$ cat src/rtl/ecs_frame_pkg.sv
// Frame-format constants and FSM state encoding shared by the rx_bridge / tx_bridge pair.
// A frame is HEADER, D1..D4, then the mod-256 sum of D1..D4.
package ecs_frame_pkg;

   localparam logic [7:0] FRAME_HEADER = 8'hAA;
   localparam int         FRAME_LEN    = 6;
   localparam int         PAYLOAD_LEN  = 4;

   typedef logic [2:0] byte_idx_t;
   localparam byte_idx_t LAST_IDX = 3'(FRAME_LEN - 1);

   typedef enum logic [2:0] {
      ST_IDLE      = 3'd0,
      ST_GAP_WAIT  = 3'd1,
      ST_SEND      = 3'd2,
      ST_HOLD      = 3'd3,
      ST_WAIT_IDLE = 3'd4,
      ST_DONE      = 3'd5
   } frame_state_e;

endpackage

$ cat src/rtl/frame_checksum.sv
// Combinational mod-256 sum of the four payload bytes; also used on the rx_bridge check path.
module frame_checksum (
   input  logic [7:0] d1_i,
   input  logic [7:0] d2_i,
   input  logic [7:0] d3_i,
   input  logic [7:0] d4_i,
   output logic [7:0] sum_o
);

   // The 8-bit result width performs the mod-256 wrap.
   assign sum_o = d1_i + d2_i + d3_i + d4_i;

endmodule

$ cat src/rtl/tx_bridge.sv
// Transmit framer: turns a latched 4-byte payload into six txen/txdb byte strobes
// (header, payload, checksum) paced by the UART's tx_idle and a minimum inter-byte gap.
module tx_bridge
   import ecs_frame_pkg::*;
#(
   parameter logic [7:0]  HEADER = FRAME_HEADER,
   parameter int unsigned GAP    = 8
) (
   input  logic       clk,
   input  logic       rst,
   input  logic       TX_req,
   input  logic [7:0] Data1,
   input  logic [7:0] Data2,
   input  logic [7:0] Data3,
   input  logic [7:0] Data4,
   input  logic       tx_idle,
   output logic       txen,
   output logic [7:0] txdb,
   output logic       TX_busy,
   output logic       TX_done
);

   // The SEND cycle itself is the last gap cycle, so GAP_WAIT runs GAP-1 cycles and
   // strobes land exactly GAP+2 cycles apart when the UART never stalls.
   localparam logic [7:0] GAP_LOAD = (GAP > 0) ? 8'(GAP - 1) : 8'd0;
   localparam bit         GAP_SKIP = (GAP < 2);

   frame_state_e state_q;
   byte_idx_t    idx_q;
   logic [7:0]   gap_q;
   logic [7:0]   d1_q, d2_q, d3_q, d4_q;
   logic [7:0]   csum_q;
   logic         txen_q;
   logic [7:0]   txdb_q;
   logic         busy_q;
   logic         done_q;

   logic [7:0]   csum;
   logic [7:0]   cur_byte;

   frame_checksum u_checksum (
      .d1_i  (Data1),
      .d2_i  (Data2),
      .d3_i  (Data3),
      .d4_i  (Data4),
      .sum_o (csum)
   );

   // NOTE: every variable assigned in always_comb gets a default first, so no latch is inferred.
   always_comb begin
      cur_byte = HEADER;
      case (idx_q)
         3'd1:    cur_byte = d1_q;
         3'd2:    cur_byte = d2_q;
         3'd3:    cur_byte = d3_q;
         3'd4:    cur_byte = d4_q;
         3'd5:    cur_byte = csum_q;
         default: cur_byte = HEADER;
      endcase
   end

   // NOTE: the payload registers are small flops, not RAM, so clearing them in reset is cheap and keeps txdb deterministic.
   always_ff @(posedge clk or negedge rst) begin
      if (!rst) begin
         state_q <= ST_IDLE;
         idx_q   <= '0;
         gap_q   <= '0;
         d1_q    <= '0;
         d2_q    <= '0;
         d3_q    <= '0;
         d4_q    <= '0;
         csum_q  <= '0;
         txen_q  <= 1'b0;
         txdb_q  <= '0;
         busy_q  <= 1'b0;
         done_q  <= 1'b0;
      end else begin
         // NOTE: non-blocking assignments only here, so every branch reads pre-edge state.
         case (state_q)
            ST_IDLE: begin
               if (TX_req) begin
                  d1_q    <= Data1;
                  d2_q    <= Data2;
                  d3_q    <= Data3;
                  d4_q    <= Data4;
                  csum_q  <= csum;
                  busy_q  <= 1'b1;
                  idx_q   <= '0;
                  state_q <= ST_SEND;
               end
            end
            ST_SEND: begin
               if (tx_idle) begin
                  txen_q  <= 1'b1;
                  txdb_q  <= cur_byte;
                  state_q <= ST_HOLD;
               end
            end
            ST_HOLD: begin
               // tx_idle is not trusted here: the UART needs a cycle to report busy.
               txen_q  <= 1'b0;
               state_q <= ST_WAIT_IDLE;
            end
            ST_WAIT_IDLE: begin
               if (tx_idle) begin
                  if (idx_q == LAST_IDX) begin
                     busy_q  <= 1'b0;
                     done_q  <= 1'b1;
                     state_q <= ST_DONE;
                  end else begin
                     idx_q   <= idx_q + 3'd1;
                     gap_q   <= GAP_LOAD;
                     state_q <= GAP_SKIP ? ST_SEND : ST_GAP_WAIT;
                  end
               end
            end
            ST_GAP_WAIT: begin
               if (gap_q <= 8'd1) begin
                  gap_q   <= '0;
                  state_q <= ST_SEND;
               end else begin
                  gap_q <= gap_q - 8'd1;
               end
            end
            ST_DONE: begin
               done_q  <= 1'b0;
               state_q <= ST_IDLE;
            end
            default: state_q <= ST_IDLE;
         endcase
      end
   end

   assign txen    = txen_q;
   assign txdb    = txdb_q;
   assign TX_busy = busy_q;
   assign TX_done = done_q;

endmodule

$ cat config.mk
export PLATFORM = sky130hd
export DESIGN_NAME = tx_bridge
export DESIGN_NICKNAME = d
export VERILOG_FILES = /design/src/rtl/ecs_frame_pkg.sv /design/src/rtl/frame_checksum.sv /design/src/rtl/tx_bridge.sv
export SDC_FILE = /design/constraint.sdc
export NUM_CORES = 1
export LEC_CHECK = 0
export ABC_AREA = 1
export BUFFER_PORTS_ARGS = -buffer_cell sky130_fd_sc_hd__buf_2
export CAP_MARGIN = 0
export CORE_MARGIN = 3
export CORE_UTILIZATION = 58
export DETAILED_ROUTE_END_ITERATION = 6
export GPL_TIMING_DRIVEN = 0
export PLACE_DENSITY_LB_ADDON = 0.15
export SETUP_SLACK_MARGIN = 0.5
export SYNTH_ARGS = -nofsm -noshare
export SYNTH_HDL_FRONTEND = slang
export SYNTH_SLANG_ARGS = --single-unit
$ cat constraint.sdc
create_clock -name clk -period 1.98 [get_ports clk]
set_clock_uncertainty 0.15 [all_clocks]
set_input_delay 0.396 -clock clk [delete_from_list [all_inputs] [get_ports clk]]
set_output_delay 0.396 -clock clk [all_outputs]
set_load 0.02 [all_outputs]
==> results.tsv, run 1 <==
metric	value	unit
I/O Pins	47	
Yosys warnings	0	
worst endpoint after global-route timing repair	csum_q[7]$_DFFE_PN0P_/D	
Final Wtd Congestion	0.836	
Syn Inst Count	465	
post-DP HPWL	6950	um
Netlist cell types	34	
error msg	[ERROR DPL-0033] detailed placement checks failed during check placement.	
syn_area_per_cell	8.05	sq um
antenna violations before repair	0	
Clock Path Buffers	2	
Port Buffers	46	
initial core utilization	61.4	%
DP Cell Count	587	
Worst EP Category	sequential cell input	
total CTS buffers	9	
Synth Cell Area	0.00374	sq mm
Die X	86.3	um
die height	86.3	um
status	stopped before the end	
register bit total from synthesis	65	
Cell Rows	28	
clk sinks	65	
Stopped at	5_1_grt	
Clock H-tree levels	3	
post-synthesis sequential area ratio	43.5	%
pin count of the biggest net entering global routing	42	
syn_nets	529	
Root Driver	clkbuf_8	
through the flow:
step / cell area, sq um / setup WS, ps
2_1_floorplan: 3830 / -736
3_3_place_gp: 4150 / -1070
3_5_place_dp: 4170 / -1130
4_1_cts: 4970 / -624
cells in the mapped netlist:
cell type,n,share of area (%)
nand2_1,137,14
inv_1,74,7.4
dfrtp_1,65,43
o21ai_0,55,7.4
nor2_1,19,1.9
nand3_1,17,2.3
fa_1,14,7.5
ha_1,14,4.7
nand4_1,14,2.3
a21oi_1,9,1.2
nor3_1,7,0.94
clkbuf_1,6,0.60
inv_2,5,0.50
o22ai_1,5,0.84
a22o_1,2,0.47
buf_2,2,0.27
nand3_2,2,0.53
o21ai_1,2,0.27
a21o_1,1,0.20
a21oi_2,1,0.23
a31o_2,1,0.23
a31oi_1,1,0.17
nand2_2,1,0.17
nor2_2,1,0.17
nor2_4,1,0.30
nor3_2,1,0.27
nor3b_1,1,0.20
nor3b_4,1,0.50
o211ai_1,1,0.20
o21a_1,1,0.20
o21bai_1,1,0.20
o31ai_1,1,0.20
xnor2_1,1,0.23
xor2_1,1,0.23
repair_timing:
action | CTS
pin swaps | 49
setup buffers | 35
resized for setup | 109
hold buffers | 1
gates cloned | 0
endpoints found under the setup margin | 64
hold endpoints to repair | 24
cells by family after synthesis:
logic type | synth area share, %
AO/OA/AOI/OAI | 11.8
XOR/XNOR | 0.468
adder cells (fa/ha/maj) | 12.2
buffers and inverters | 8.79
flip-flops | 43.5
AND/OR/NAND/NOR | 23.3
==> run 2, diff against run 1 <==
CORE_UTILIZATION = 40   (was 58)
SETUP_SLACK_MARGIN = not set   (was 0.5)
==> run 2 against run 1 <==
Net effect: synthesized area unchanged; synthesized cell count is the same; the flow now finishes, with violations (negative hold slack, negative setup slack).
==> results.tsv, run 2 <==
metric	value	unit
Global Route Usage Sum	19.5	%
post-route cell area	0.00451	sq mm
DP Cell Count	619	
Net Sw Frac	40.8	%
hold slack final	-14.7	ps
Pins Over Slew Limit	0	
Logic pwr share	41.8	%
CP Launch Type	input pin	
failing checks	negative hold slack, negative setup slack	
Root Driver	clkbuf_8	
Yosys warnings	0	
worst setup margin	-594	ps
Synth Flop Type	dfrtp_1	
Leak Pwr	2.32	nW
Post-Synth Adder-Cell Area	12.2	%
wirelength, routed	9320	um
Port Buffers	46	
vias after detailed routing	3245	
grt met3 use	2.91	%
period utilization	130	%
Area growth syn-to-layout	20.6	%
Core Area	0.00889	sq mm
initial core utilization	42.1	%
worst r2r src	idx_q[0]$_DFFE_PN0P_	
syn_area_per_cell	8.05	sq um
GRT busiest layer	met2	
mux share of post-synthesis cell area	0	%
WS Path Type	input pin to flip-flop	
EDFF count, synth	0	
die area	0.0106	sq mm
Synth Cell Area	0.00374	sq mm
nets@finish	597	
register bit total from synthesis	65	
critical register-to-register path endpoint	txdb[1]$_DFFE_PN0P_	
total CTS buffers	9	
area of placed instances	0.00417	sq mm
worst hold path class	input pin to async pin	
Antenna Nets Post-Route	0	
Antenna diodes	0	
leading area contributor after synthesis	dfrtp_1	
final setup TNS	-2760	ps
# DRC	0	
pwr dens	1210	mW/mm^2
Cell Rows	34	
Congestion Overflow GR	0	
Max Cap Viol	0	
global-route wire length before repair	15900	um
clk sinks	65	
drt pass-1 iters	5	
simple-gate share of the synthesized area	23.3	%
Max VDD drop	0.424	mV
minimum clock period	2570	ps
status	finished with violations	
top cells by count, synth	nand2_1 (137), inv_1 (74), dfrtp_1 (65)	
layout cells sized above 1	21.4	%
worst skew pair latency	340	ps
post-synthesis compound-gate area fraction	11.8	%
count leader, synth	nand2_1	
xor and xnor area share after synthesis	0.468	%
Non-Filler Instances	645	
drt initial violations	112	
Power Internal	3.23	mW
Synth top area share	43.5	%
RSZ-0062 raised after global routing	true	
Clock H-tree levels	3	
combinational family with the most area after synthesis	simple AND/OR/NAND/NOR gates	
CTS tree	built	
vias in the first global route	3309	
antenna violations before repair	0	
R2R depth	6	
Worst slew margin	46.3	%
critical path endpoint category	flip-flop	
asr flop ratio synth	100	%
setup violators final	6	
Clock Pin Slew Worst Setup and Hold Paths	70	ps
Clock Path Buffers	2	
met1 GRT Util	27.2	%
pin count of the biggest net entering global routing	66	
final hold vios	4	
die height	103	um
Psw	2.22	mW
I/O Pins	47	
crit path max fanout	4	
worst slew pin tran	806	ps
Netlist cell types	34	
crit path DAT	2650	ps
Worst EP required	2060	ps
sequential share of power	40.6	%
post-DP HPWL	6930	um
Final Wtd Congestion	0.830	
Vias/cell	5.03	
Syn Inst Count	465	
global routing usage on met2	31.3	%
syn_nets	529	
flop-to-flop setup slack	130	ps
most frequent cells in the layout	nand2_1 (136), dfrtp_1 (65), inv_1 (62)	
ranking of synthesized cells by area	dfrtp_1 (43%), nand2_1 (14%), fa_1 (7.5%)	
fmax	0.389	GHz
Place WS	-1080	ps
most common cell after layout, fill and taps aside	nand2_1	
Die X	103	um
per-cell routed wire length	14.5	um
clock power share	17.6	%
post-synthesis sequential area ratio	43.5	%
## run 2: cell counts after synthesis
Identical to the previous run, type by type.
## run 2: worst max path at each step
stage                  start                    end  slack, ps  cells past startpoint
floorplan           Data3[1]  csum_q[7]$_DFFE_PN0P_       -740                     13
detailed placement  Data3[1]  csum_q[7]$_DFFE_PN0P_      -1080                     14
finish              Data2[1]  csum_q[7]$_DFFE_PN0P_       -590                     14
global placement    Data3[1]  csum_q[7]$_DFFE_PN0P_      -1050                     14
global route        Data2[1]  csum_q[7]$_DFFE_PN0P_       -680                     14
CTS                 Data2[1]  csum_q[7]$_DFFE_PN0P_       -570                     14
## run 2: power groups by stage
stage	registers, mW	logic [mW]	clock network (mW)
4_1_cts	2.22	2.24	0.983
2_1_floorplan	2.26	1.46	0
3_3_place_gp	2.22	2.09	0
3_5_place_dp	2.24	2.14	0
6_report	2.22	2.28	0.958
5_1_grt	2.30	2.63	1.04
## run 2: metal layers
metal	routed length, um	vias to the layer above
met5	0	-
met4	125	0
met3	392	12
met2	4510	60
met1	4290	1557
li1	-	1616
## run 2: worst max-delay path: stages
cell and delay, ps:
buf_6 70, inv_4 30, fa_1 540, inv_2 40, fa_1 550, ha_4 160
inv_2 40, fa_2 390, inv_2 70, nand4_1 90, nand3_2 100, nand3_2 80
nand3_2 50, nand2_1 40
## run 2: stage by stage
step	hold WS [ps]	utilization [%]	total power, mW
6_report	-14.7	50.8	5.46
5_1_grt	68.1	50.8	5.96
3_5_place_dp	316	46.9	4.37
2_1_floorplan	-49.6	-	3.72
4_1_cts	27.3	49.9	5.43
3_3_place_gp	310	46.9	4.31
## run 2: area by class of cell
type	instances	area [sq um]
inverter	79	317
multi-input combinational	313	1900
fill	868	4380
clock buffer	11	141
buffer	8	32.5
sequential	65	1630
clock inverter	4	20.0
timing repair buffer	57	344
tap	108	135
## run 2: kinds of logic (layout without fill, tap and decap cells)
logic type | count (synthesis) | in the layout
and+or+nand+nor | 202 | 202
buffers and inverters | 87 | 159
AOI/OAI and AO/OA | 81 | 81
DFF | 65 | 65
adders and majority gates | 28 | 28
xor gates and xnor gates | 2 | 2
## run 2: timing repair
item                                    in CTS  in global routing
pin swaps                                   12                  4
hold buffers                                 0                  0
buffers inserted                             5                  6
endpoints found under the setup margin       9                 19
resized for setup                           18                 14
hold endpoints to repair                     0                  0
cloned                                       0                  0
Power figures use the tool's default switching activity.
